<file path="src/rtl/uart_op_sequencer.sv">
// uart_op_sequencer
//    Frame-level controller between a UART byte interface and a 16-bit
//    two-operand compute engine. Parses opcode + big-endian A + big-endian B
//    from the rx byte stream, launches the engine, waits for completion under
//    a watchdog and returns the 16-bit result (high byte first) or a NAK byte.
//
// Ports
//    iCE_CLK    in   system clock, rising edge
//    rst        in   synchronous active-high reset
//    rx_valid   in   one-cycle strobe, rx_byte valid
//    rx_byte    in   received byte
//    tx_busy    in   UART transmitter busy
//    tx_start   out  one-cycle strobe, transmit tx_byte
//    tx_byte    out  byte to transmit
//    op_code    out  latched opcode
//    op_a       out  operand A
//    op_b       out  operand B
//    op_start   out  one-cycle engine launch strobe
//    op_done    in   engine completion strobe
//    op_result  in   engine result, valid with op_done
//    busy       out  high whenever not idle
//    err        out  one-cycle pulse on timeout, bad opcode or dropped byte
//
// state     | meaning
// IDLE      | waiting for an opcode byte
// GET_A_HI  | waiting for A[15:8]
// GET_A_LO  | waiting for A[7:0]
// GET_B_HI  | waiting for B[15:8]
// GET_B_LO  | waiting for B[7:0]
// START     | launch cycle, arms the op watchdog
// WAIT      | waiting for op_done or op watchdog expiry
// SEND_HI   | waiting for transmitter idle, then sends result[15:8]
// SEND_LO   | waiting for transmitter idle, then sends result[7:0]
// SEND_NAK  | waiting for transmitter idle, then sends NAK_BYTE
// TX_WAIT   | byte in flight; returns to ret_q once the transmitter frees up
module uart_op_sequencer #(
   parameter int unsigned RX_TIMEOUT = 1_200_000,
   parameter int unsigned OP_TIMEOUT = 65_535,
   parameter logic [7:0]  NAK_BYTE   = 8'hEE
) (
   input  logic        iCE_CLK,
   input  logic        rst,
   input  logic        rx_valid,
   input  logic [7:0]  rx_byte,
   input  logic        tx_busy,
   output logic        tx_start,
   output logic [7:0]  tx_byte,
   output logic [7:0]  op_code,
   output logic [15:0] op_a,
   output logic [15:0] op_b,
   output logic        op_start,
   input  logic        op_done,
   input  logic [15:0] op_result,
   output logic        busy,
   output logic        err
);

   localparam int unsigned TMAX = (RX_TIMEOUT > OP_TIMEOUT) ? RX_TIMEOUT : OP_TIMEOUT;
   localparam int          TW   = $clog2(TMAX + 1);
   // Down-counter loads N-1 so the terminal-count cycle lands exactly N cycles
   // after the arming event.
   localparam logic [TW-1:0] RX_LOAD = TW'(RX_TIMEOUT - 1);
   localparam logic [TW-1:0] OP_LOAD = TW'(OP_TIMEOUT - 1);

   typedef enum logic [3:0] {
      S_IDLE, S_GET_A_HI, S_GET_A_LO, S_GET_B_HI, S_GET_B_LO, S_START,
      S_WAIT, S_SEND_HI, S_SEND_LO, S_SEND_NAK, S_TX_WAIT
   } state_t;

   state_t        state_q, state_d, ret_q, ret_d;
   logic [TW-1:0] tmr_q, tmr_d;
   logic [15:0]   res_q, res_d, op_a_q, op_a_d, op_b_q, op_b_d;
   logic [7:0]    op_code_q, op_code_d, tx_byte_q, tx_byte_d;
   logic          tx_start_q, tx_start_d, op_start_q, op_start_d;
   logic          err_q, err_d, busy_q, busy_d, txw_first_q, txw_first_d;

   always_ff @(posedge iCE_CLK) begin
      if (rst) begin
         state_q     <= S_IDLE;
         ret_q       <= S_IDLE;
         tmr_q       <= '0;
         res_q       <= '0;
         op_a_q      <= '0;
         op_b_q      <= '0;
         op_code_q   <= '0;
         tx_byte_q   <= '0;
         tx_start_q  <= 1'b0;
         op_start_q  <= 1'b0;
         err_q       <= 1'b0;
         busy_q      <= 1'b0;
         txw_first_q <= 1'b0;
      end else begin
         state_q     <= state_d;
         ret_q       <= ret_d;
         tmr_q       <= tmr_d;
         res_q       <= res_d;
         op_a_q      <= op_a_d;
         op_b_q      <= op_b_d;
         op_code_q   <= op_code_d;
         tx_byte_q   <= tx_byte_d;
         tx_start_q  <= tx_start_d;
         op_start_q  <= op_start_d;
         err_q       <= err_d;
         busy_q      <= busy_d;
         txw_first_q <= txw_first_d;
      end
   end

   always_comb begin
      state_d     = state_q;
      ret_d       = ret_q;
      tmr_d       = tmr_q;
      res_d       = res_q;
      op_a_d      = op_a_q;
      op_b_d      = op_b_q;
      op_code_d   = op_code_q;
      tx_byte_d   = tx_byte_q;
      tx_start_d  = 1'b0;
      op_start_d  = (state_q == S_START);
      err_d       = 1'b0;
      txw_first_d = 1'b0;

      case (state_q)
         S_IDLE: begin
            if (rx_valid) begin
               if (rx_byte inside {[8'h01:8'h03]}) begin
                  op_code_d = rx_byte;
                  tmr_d     = RX_LOAD;
                  state_d   = S_GET_A_HI;
               end else begin
                  err_d   = 1'b1;
                  state_d = S_SEND_NAK;
               end
            end
         end
         S_GET_A_HI, S_GET_A_LO, S_GET_B_HI, S_GET_B_LO: begin
            // A byte arriving on the terminal-count cycle still wins.
            if (rx_valid) begin
               tmr_d = RX_LOAD;
               case (state_q)
                  S_GET_A_HI: begin op_a_d[15:8] = rx_byte; state_d = S_GET_A_LO; end
                  S_GET_A_LO: begin op_a_d[7:0]  = rx_byte; state_d = S_GET_B_HI; end
                  S_GET_B_HI: begin op_b_d[15:8] = rx_byte; state_d = S_GET_B_LO; end
                  default:    begin op_b_d[7:0]  = rx_byte; state_d = S_START;    end
               endcase
            end else if (tmr_q == '0) begin
               err_d   = 1'b1;
               state_d = S_IDLE;
            end else begin
               tmr_d = tmr_q - TW'(1);
            end
         end
         S_START: begin
            tmr_d   = OP_LOAD;
            state_d = S_WAIT;
         end
         S_WAIT: begin
            if (op_done) begin
               res_d   = op_result;
               state_d = S_SEND_HI;
            end else if (tmr_q == '0) begin
               err_d   = 1'b1;
               state_d = S_SEND_NAK;
            end else begin
               tmr_d = tmr_q - TW'(1);
            end
         end
         S_SEND_HI, S_SEND_LO, S_SEND_NAK: begin
            if (!tx_busy) begin
               tx_start_d  = 1'b1;
               txw_first_d = 1'b1;
               state_d     = S_TX_WAIT;
               case (state_q)
                  S_SEND_HI: begin tx_byte_d = res_q[15:8]; ret_d = S_SEND_LO; end
                  S_SEND_LO: begin tx_byte_d = res_q[7:0];  ret_d = S_IDLE;    end
                  default:   begin tx_byte_d = NAK_BYTE;    ret_d = S_IDLE;    end
               endcase
            end
         end
         S_TX_WAIT: begin
            // The transmitter raises tx_busy a cycle after tx_start, so the
            // first cycle here cannot trust a low tx_busy.
            if (!txw_first_q && !tx_busy) state_d = ret_q;
         end
         default: state_d = S_IDLE;
      endcase

      if (rx_valid && !(state_q inside {S_IDLE, S_GET_A_HI, S_GET_A_LO, S_GET_B_HI, S_GET_B_LO}))
         err_d = 1'b1;

      busy_d = (state_d != S_IDLE);
   end

   assign tx_start = tx_start_q;
   assign tx_byte  = tx_byte_q;
   assign op_code  = op_code_q;
   assign op_a     = op_a_q;
   assign op_b     = op_b_q;
   assign op_start = op_start_q;
   assign busy     = busy_q;
   assign err      = err_q;

endmodule
</file>
<file path="config.mk">
export PLATFORM = sky130hd
export DESIGN_NAME = uart_op_sequencer
export DESIGN_NICKNAME = d
export VERILOG_FILES = /design/src/rtl/uart_op_sequencer.sv
export SDC_FILE = /design/constraint.sdc
export NUM_CORES = 1
export LEC_CHECK = 0
export CELL_PAD_IN_SITES_DETAIL_PLACEMENT = 1
export CELL_PAD_IN_SITES_GLOBAL_PLACEMENT = 1
export CORE_AREA = 2 2 104 116
export CTS_CLUSTER_DIAMETER = 60
export DETAILED_ROUTE_END_ITERATION = 12
export DIE_AREA = 0 0 106 118
export GPL_TIMING_DRIVEN = 1
export PLACE_DENSITY = 0.78
export SYNTH_ARGS = -nofsm -noshare
export SYNTH_HDL_FRONTEND = slang
export SYNTH_SLANG_ARGS = --single-unit
</file>
<file path="constraint.sdc">
create_clock -name iCE_CLK -period 2.99 [get_ports iCE_CLK]
set_input_delay 0.598 -clock iCE_CLK [delete_from_list [all_inputs] [get_ports iCE_CLK]]
set_output_delay 0.598 -clock iCE_CLK [all_outputs]
set_load 0.05 [all_outputs]
</file>
==> metrics, run 1 <==
antenna-violating nets left=0; initial antenna violation count=0; global route total overflow=0; Hold Crit Class=flip-flop to flip-flop; maximum vdd drop=0.313 mV; register area share after synthesis=43.6%; RSZ-0062 raised after global routing=false; Max Cap Violations=0; total track usage=22.5%; DP HPWL=9790 um; Setup violations, final=0; RR Startpoint=state_q[3]; CTS buffer count=9; pins over their slew limit=0; DR vias/cell=5.52; htree depth=3; status=finished, final reports clean; FF-to-FF End=busy; Initial Utilization=38.0%; WP data required=3.21 ns; die area=12500 um2; first-pass GRT wire length=22500 um; Min-Delay Startpoint=op_a[10]; largest net degree at the start of global routing=49; TNS Setup=0 ns; top-area cell type share of the netlist area=43.6%; final design utilization=49.7%; vias in the first global route=4405; Nets=627; Pwr Density=886 nW/um2; Worst setup SP type=input pin; Crit Path Max Fanout=2; PortBufs=80; DRC violations left=0; worst slew pin tran=0.976 ns; DR vias=4152; final-layout fill cell count=1342; CP endpoint kind=flip-flop; ratio of cells with drive above 1 in the final layout=11.0%; CTS sink count=94; post-CTS setup buffers=0; dpl ws=-0.0533 ns; core area=11300 um2; row cnt=41; Syn Std Cell Area=4310 um2; Die Wd=106 um; Routed wire per std cell=18.2 um; synth top area cells=dfxtp_1 (44%), a21oi_1 (6.5%), nand2_1 (5.7%), mux2i_1 (5.1%), nor2_1 (4.8%); DRT iter0 DRCs=157; area leader, netlist=dfxtp_1; Top FF cell, synth=dfxtp_1; final hold violations=0; CTS tree=done; clk buf depth=2; syn_area_per_cell=8.42 um2; Layout area overhead=30.7%; clock skew=0.00885 ns; setup slack, reg-to-reg=0.34 ns; I/O pin total=81; Die Y=118 um; Post-synth EDFFs=0; fmax=0.369 GHz; leakage=2.07 nW; Critical Path AT=2.93 ns; post-CTS sizing=0; crit path launch=rx_byte[3]; Clock Latency Late Sink=0.35 ns; Synth Instances=512; cts hold-fix bufs=0; Clk pin slew, worst setup/hold paths=0.07 ns; Root Driver=clkbuf_16; Synth Net Count=543; period utilisation layout=90.7%; GP Congestion=0.826; slew margin rel.=34.4%; min cycle time layout=2.71 ns; count of state elements after synthesis=94; DR pass1 iterations=4; Synthesis Warnings=0; min setup slack post-route=0.278 ns; crit path to=busy; CP Class=input pin to flip-flop; Routed WL=13700 um; distinct cell type count after synthesis=65; asr flop ratio synth=0%; R2R cell count=6
cell usage in the layout, fill, tap and decap left out, types with 3 or more instances in the layout:
master and count:
nand3_1 23, buf_4 29, o211ai_1 3, dfxtp_1 94
and2_1 9, nor4_1 9, clkbuf_16 9, mux2i_1 22
o21a_1 3, nor2_1 55, o21ai_0 17, and3_1 3
o21ai_1 3, nand2_1 65, a211oi_1 6, a21oi_1 56
or4_1 7, or3_1 4, clkdlybuf4s50_1 79, nor3_1 21
nor2b_1 3, or2_2 3, a221oi_1 10, o31ai_1 4
inv_1 5, a211o_1 3
critical path: stages:
cell and delay (ns):
clkdlybuf4s50_1 0.42, or4_1 0.56, nor4_1 0.20, buf_4 0.16
nor2_1 0.04, nor4_1 0.30, a21oi_1 0.14, or4_1 0.52
kinds of logic after synthesis:
| group | after synthesis | share of synthesized area (%) |
|---|---|---|
| muxes | 22 | 5.11 |
| DFF | 94 | 43.6 |
| and+or+nand+nor | 224 | 27.1 |
| buffers and inverters | 42 | 4.76 |
| xor gates and xnor gates | 2 | 0.406 |
| AOI/OAI and AO/OA | 126 | 18.4 |
| adders and majority gates | 2 | 0.580 |
cell type report:
class	instances	area, um2	share of cell area (%)
Clock buffer	9	225	4.00
Tap cell	150	188	3.33
Multi-Input combinational cell	376	2230	39.6
Sequential cell	94	1880	33.4
Antenna cell	1	2.50	0.0444
Clock inverter	7	72.6	1.29
Timing Repair Buffer	109	1010	18.0
Inverter	6	22.5	0.400
layer usage:
metal	global-route usage (%)	share of wire (%)	vias up	routed length (um)
met1	25.4	41	2021	5670
li1	-	-	2018	-
met2	39.0	50	96	6860
met5	0	0	-	0
met3	6.59	6.6	17	905
met4	9.62	1.9	0	261
sequential cells by signal (all words and copies together) (netlist names):
| name | flops |
|---|---|
| res_q | 16 |
| err | 1 |
| op_b | 16 |
| op_a | 16 |
| op_code | 8 |
| tx_byte | 8 |
| txw_first_q | 1 |
| op_start | 1 |
| ret_q | 1 |
| state_q | 4 |
| tmr_q | 21 |
| busy | 1 |
how the worst min path moves through the flow:
stage,endpoint,slack [ns],depth (start not counted)
2_1_floorplan,res_q[0],0.44,2
3_3_place_gp,res_q[2],0.44,2
3_5_place_dp,op_code[4],0.45,1
4_1_cts,op_a[1],0.46,2
5_1_grt,op_a[8],0.48,2
6_report,op_a[10],0.46,2
power breakdown:
part	switching, mW	total [mW]	internal, mW
Clock	0.558	1.15	0.591
Combinational	1.37	2.19	0.826
Sequential	0.235	1.66	1.42
cells in the mapped netlist (2+ instances only):
library cell and n:
and2_1 9, ha_1 2, mux2i_1 22, or2_2 3, inv_1 5, a21o_1 2
nor2_1 55, o21ai_1 3, and4b_1 2, a221oi_1 10, nand3_1 23, dfxtp_1 94
a21oi_1 56, a221o_1 2, nor3_1 21, nor4_4 2, nor4_1 9, o22ai_1 2
buf_2 3, o21ai_0 17, buf_6 3, nor3b_1 2, or4_1 7, nand2b_1 2
a41oi_1 2, and3_1 3, a22oi_1 2, o31a_1 2, a211o_1 3, nand2_1 65
o21a_1 3, clkbuf_1 27, o31ai_1 4, a211oi_1 6, or3_1 4, nor2b_1 3
nand4_1 2, o211ai_1 3
stage by stage:
step,instance area [um2],power (mW),cells,hold WS [ns]
2_1_floorplan,4310,3.20,512,0.436
3_3_place_gp,5340,3.78,735,0.443
3_5_place_dp,5340,3.85,735,0.448
4_1_cts,5630,5.02,751,0.460
5_1_grt,5630,5.29,751,0.484
6_report,5640,5.00,752,0.458
No activity file was read; power rests on OpenSTA's default activity.
==> run 2, diff against run 1 <==
--- a/config.mk
+++ b/config.mk
@@ -11,6 +11,7 @@
 export CTS_CLUSTER_DIAMETER = 60
 export DETAILED_ROUTE_END_ITERATION = 12
 export DIE_AREA = 0 0 106 118
+export GPL_ROUTABILITY_DRIVEN = 0
 export GPL_TIMING_DRIVEN = 1
 export PLACE_DENSITY = 0.78
 export SYNTH_ARGS = -nofsm -noshare
==> run 2 against run 1 <==
Clock-buffer cell count stayed put. Critical path depth stayed put. Maximum frequency is 4.2% lower. Clock skew is 0.0015 ns lower. Largest power group unchanged. Final area is 0.20% lower. Critical path type unchanged. Register-to-register slack better by 0.06 ns. Sequential power hardly changed. Setup slack worse by 0.12 ns.
==> metrics, run 2 (synthesis gave the netlist of run 1 again) <==
status=finished, final reports clean; CTS tree=done; first-pass GRT wire length=22200 um (-0.98%); FF-to-FF End=busy; row cnt=41 (unchanged); I/O pin total=81 (unchanged); Routed WL=13600 um (-0.86%); fmax=0.353 GHz (-4.2%); Routed wire per std cell=18.1 um (-0.46%); Crit Path Max Fanout=2 (unchanged); total power=4.98 mW (-0.39%); final hold violations=0 (unchanged); die area=12500 um2 (unchanged); dpl ws=-0.113 ns (-0.0601 ns); htree depth=3 (unchanged); cts hold-fix bufs=0 (unchanged); DR vias=4138 (-0.34%); Placement Cell Area=5330 um2 (about the same); WP data required=3.22 ns (about the same); WHS Endpoint=res_q[8]; CTS buffer count=9 (unchanged); placed cell count=733 (-0.27%); worst slew pin tran=1.01 ns (+0.0328 ns); Pwr Density=885 nW/um2 (-0.19%); post-CTS setup buffers=0 (unchanged); Layout area overhead=30.4%; total track usage=22.4% (-0.095 points); antenna-violating nets left=0 (unchanged); Clk pin slew, worst setup/hold paths=0.07 ns (about the same); Hold Crit Class=flip-flop to flip-flop; ratio of cells with drive above 1 in the final layout=10.7% (-0.30 points); RR Startpoint=tmr_q[0]; Max Cap Violations=0 (unchanged); pins over their slew limit=0 (unchanged); Root Driver=clkbuf_16; post-CTS sizing=0 (unchanged); Die Y=118 um (unchanged); Die Wd=106 um (unchanged); leakage=2.06 nW (-0.42%); CP endpoint kind=flip-flop; commonest non-fill, non-tap cell in the layout=dfxtp_1; Min-Delay Startpoint=res_q[8]; Initial Utilization=38.0% (unchanged); Clock Latency Late Sink=0.35 ns (about the same); min setup slack post-route=0.160 ns (-0.119 ns); period utilisation layout=94.7% (+4.0 points); DRC violations left=0 (unchanged); non-filler cells, final=749 (-0.40%); hold slack=0.457 ns (-0.00145 ns); initial antenna violation count=0 (unchanged); M1 WL=5600 um (-1.3%); min cycle time layout=2.83 ns (+0.119 ns); antenna diode count=0 (-1); clock skew=0.00737 ns (-0.00148 ns); clk buf depth=2 (unchanged); vias in the first global route=4383 (-0.50%); R2R cell count=8 (+2); setup slack, reg-to-reg=0.40 ns (+0.06 ns); PortBufs=80 (unchanged); Hold Path Depth=2 (unchanged); CP cell instances=clkdlybuf4s50_1, or4_1, nor4_1, buf_4, nor2_1, nor4_1, a21oi_1, or4_1; Critical Path AT=3.06 ns (+0.13 ns); core area=11300 um2 (unchanged); DR pass1 iterations=4 (unchanged); CP Class=input pin to flip-flop; WL met3=875 um (-3.3%); DR vias/cell=5.52 (about the same); maximum vdd drop=0.377 mV (+21%); RSZ-0062 raised after global routing=false; CP max stage cell=or4_1; Worst setup SP type=input pin; most flop-heavy register=tmr_q; global route total overflow=0 (unchanged); design area=5630 um2 (-0.20%); crit path launch=rx_byte[3]; CTS sink count=94 (unchanged); highest metal used=met4; most frequent cells in the layout=dfxtp_1 (94), clkdlybuf4s50_1 (79), nand2_1 (65); CP delay by family, top=simple AND/OR/NAND/NOR gates; slowest stage delay, CP=0.54 ns (-0.02 ns); slew margin rel.=32.2% (-2.2 points); DP HPWL=9530 um (-2.6%); Buf/Inv on CP=2 (unchanged); WL met2=6760 um (-1.5%); DRT iter0 DRCs=185 (+18%); Nets=625 (-0.32%); largest net degree at the start of global routing=85 (+73%); Setup violations, final=0 (unchanged); max FFs per register=21 (unchanged); final-layout fill cell count=1318 (-1.8%)
[run 2: changes by cell type in the layout (fill, tap and decap cells not counted)]
cell      delta
buf_4        -3
buf_12       +1
clkinv_2     +1
diode_2      -1
inv_8        -1
[run 2: metal layers]
layer / vias to the layer above / track usage, %
met5: - / 0
met4: 0 / 9.29
met1: 2023 / 25.5
met3: 26 / 6.98
met2: 88 / 38.4
li1: 2001 / -
[run 2: area by class of cell]
| type | count | area [um2] | share of cell area [%] |
|---|---|---|---|
| flip-flops and latches | 94 | 1880 | 33.5 |
| clock buffers | 9 | 225 | 4.00 |
| well taps | 150 | 188 | 3.34 |
| inverters | 6 | 22.5 | 0.400 |
| clock inverters | 7 | 66.3 | 1.18 |
| multi-input cells | 376 | 2230 | 39.7 |
| repair buffers | 107 | 1010 | 18.0 |
[run 2: how the worst max path moves through the flow]
stage	end	slack (ns)	cells after the start
2_1_floorplan	busy	0.52	9
3_3_place_gp	busy	-0.07	8
3_5_place_dp	busy	-0.11	8
4_1_cts	busy	0.21	8
5_1_grt	busy	0.06	8
6_report	busy	0.16	8
[run 2: power by group]
group	switching (mW)	internal [mW]
logic	1.36	0.837
registers	0.231	1.42
clock network	0.544	0.583
total	2.13	2.84
[run 2: worst min-delay path, cell delays in order, from the launching register on]
cell and delay, ns:
dfxtp_1 0.31, nand2_1 0.05, a21oi_1 0.05
[run 2: metrics by stage]
stage / util, % / TNS, ns
floorplan: - / 0
global placement: 47.0 / -0.0701
detailed placement: 47.0 / -0.113
CTS: 49.6 / 0
global route: 49.6 / 0
finish: 49.6 / 0
==> run 3, diff against run 2 <==
--- a/config.mk
+++ b/config.mk
@@ -14,6 +14,7 @@
 export GPL_ROUTABILITY_DRIVEN = 0
 export GPL_TIMING_DRIVEN = 1
 export PLACE_DENSITY = 0.78
+export RECOVER_POWER = 50
 export SYNTH_ARGS = -nofsm -noshare
 export SYNTH_HDL_FRONTEND = slang
 export SYNTH_SLANG_ARGS = --single-unit
==> run 3 against run 2 <==
The flow now finishes with violations (capacitance limit, slew limit). Global-route usage stayed put. Clock power hardly changed. Setup slack better by 0.0018 ns. Non-clock buffer count stayed put. Sequential cell count stayed put. Largest cell class unchanged.
==> metrics, run 3 (synthesis gave the netlist of run 1 again) <==
Max Cap Violations=1 (+1); antenna diode count=0 (unchanged); Root Driver=clkbuf_16; final-layout fill cell count=1319 (+0.076%); CTS tree=done; R2R cell count=8 (unchanged); post-CTS setup buffers=0 (unchanged); ratio of cells with drive above 1 in the final layout=10.5% (-0.17 points); Crit Path Max Fanout=2 (unchanged); PortBufs=80 (unchanged); Layout area overhead=30.3% (about the same); antenna-violating nets left=0 (unchanged); RR Startpoint=tmr_q[0]; TNS Setup=0 ns (unchanged); first-pass GRT wire length=22200 um (unchanged); DRT iter0 DRCs=184 (-0.54%); status=finished with violations; DRC violations left=0 (unchanged); Hold Path Depth=2 (unchanged); Clk pin slew, worst setup/hold paths=0.07 ns (about the same); Critical Path AT=3.05 ns (about the same); most flop-heavy register=tmr_q; core area=11300 um2 (unchanged); Min-Delay Startpoint=res_q[8]; CP max stage cell=or4_1; maximum vdd drop=0.376 mV (-0.48%); CTS buffer count=9 (unchanged); commonest non-fill, non-tap cell in the layout=dfxtp_1; global route total overflow=0 (unchanged); FF-to-FF End=busy; CP endpoint kind=flip-flop; Setup violations, final=0 (unchanged); row cnt=41 (unchanged); WHS Endpoint=res_q[8]; initial antenna violation count=0 (unchanged); pins over their slew limit=85 (+85); final hold violations=0 (unchanged); CP cell instances=clkdlybuf4s50_1, or4_1, nor4_1, buf_4, nor2_1, nor4_1, a21oi_1, or4_1; Clock Latency Late Sink=0.35 ns (about the same); DR vias=4127 (-0.27%); Routed WL=13500 um (-0.41%); Worst setup SP type=input pin; Nets=625 (unchanged); register area=1880 um2 (unchanged); vias in the first global route=4383 (unchanged); hold slack=0.457 ns (-0.000187 ns); slew margin rel.=-11.0% (-43 points); slowest stage delay, CP=0.54 ns (about the same); die area=12500 um2 (unchanged); cts hold-fix bufs=0 (unchanged); DP HPWL=9530 um (unchanged); Multi-input gate area=2230 um2 (unchanged); period utilisation layout=94.6% (about the same); violated checks=capacitance limit, slew limit; Die Y=118 um (unchanged); max FFs per register=21 (unchanged); CTS sink count=94 (unchanged); htree depth=3 (unchanged); largest net degree at the start of global routing=85 (unchanged); I/O pin total=81 (unchanged); post-CTS sizing=0 (unchanged); WP data required=3.22 ns (about the same); DR pass1 iterations=4 (unchanged); Routed wire per std cell=18.1 um (-0.41%); Pwr Density=881 nW/um2 (-0.39%); fmax=0.354 GHz (about the same); clk buf depth=2 (unchanged); most frequent cells in the layout=dfxtp_1 (94), nand2_1 (65), a21oi_1 (56); DR vias/cell=5.51 (-0.27%); Hold Crit Class=flip-flop to flip-flop; Die Wd=106 um (unchanged); clock skew=0.0104 ns (+0.00300 ns); worst slew pin tran=1.67 ns (+0.656 ns); RSZ-0062 raised after global routing=false; leakage=2.15 nW (+4.5%); Initial Utilization=38.0% (unchanged); total track usage=22.4% (unchanged); min cycle time layout=2.83 ns (-0.00180 ns); CP Class=input pin to flip-flop; CP delay by family, top=simple AND/OR/NAND/NOR gates; Buf/Inv on CP=2 (unchanged); setup slack, reg-to-reg=0.40 ns (about the same)
-- run 3: worst max path at each step --
stage                      end  slack [ns]       start  depth (start not counted)
final                     busy        0.16  rx_byte[3]                          8
after global routing      busy        0.06  rx_byte[3]                          8
after detailed placement  busy       -0.11  rx_byte[3]                          8
after floorplan           busy        0.52    tmr_q[0]                          9
after CTS                 busy        0.21  rx_byte[3]                          8
after global placement    busy       -0.07  rx_byte[3]                          8
-- run 3: routing by layer --
| layer | GRT usage (%) | vias up | wire [um] |
|---|---|---|---|
| met5 | 0 | - | 0 |
| met4 | 9.29 | 0 | 317 |
| met3 | 6.98 | 24 | 886 |
| met2 | 38.4 | 94 | 6840 |
| met1 | 25.5 | 2009 | 5480 |
| li1 | - | 2000 | - |
-- run 3: final cells by class --
| type | instances | area share [%] |
|---|---|---|
| Timing Repair Buffer | 107 | 17.9 |
| Clock buffer | 9 | 4.01 |
| Tap cell | 150 | 3.34 |
| Inverter | 6 | 0.401 |
| Clock inverter | 7 | 1.18 |
| Sequential cell | 94 | 33.5 |
| Multi-Input combinational cell | 376 | 39.7 |
-- run 3: report_power, final --
part	total, mW	switching, mW	internal (mW)
clock network	1.12	0.540	0.583
registers	1.65	0.228	1.42
logic	2.18	1.36	0.823
total	4.95	2.13	2.83
-- run 3: per-stage QoR --
| step | setup WS [ns] | utilization [%] | cells | power (mW) | cell area (um2) |
|---|---|---|---|---|---|
| after detailed placement | -0.113 | 47.0 | 733 | 3.86 | 5330 |
| after global placement | -0.0701 | 47.0 | 733 | 3.79 | 5330 |
| after global routing | 0.0554 | 49.6 | 749 | 5.27 | 5620 |
| after floorplan | 0.523 | - | 512 | 3.20 | 4310 |
| final | 0.161 | 49.6 | 749 | 4.95 | 5620 |
| after CTS | 0.212 | 49.6 | 749 | 5.01 | 5630 |
-- run 3: worst min-delay path: stages (launching register included) --
cell,delay (ns)
dfxtp_1,0.31
nand2_1,0.05
a21oi_1,0.05
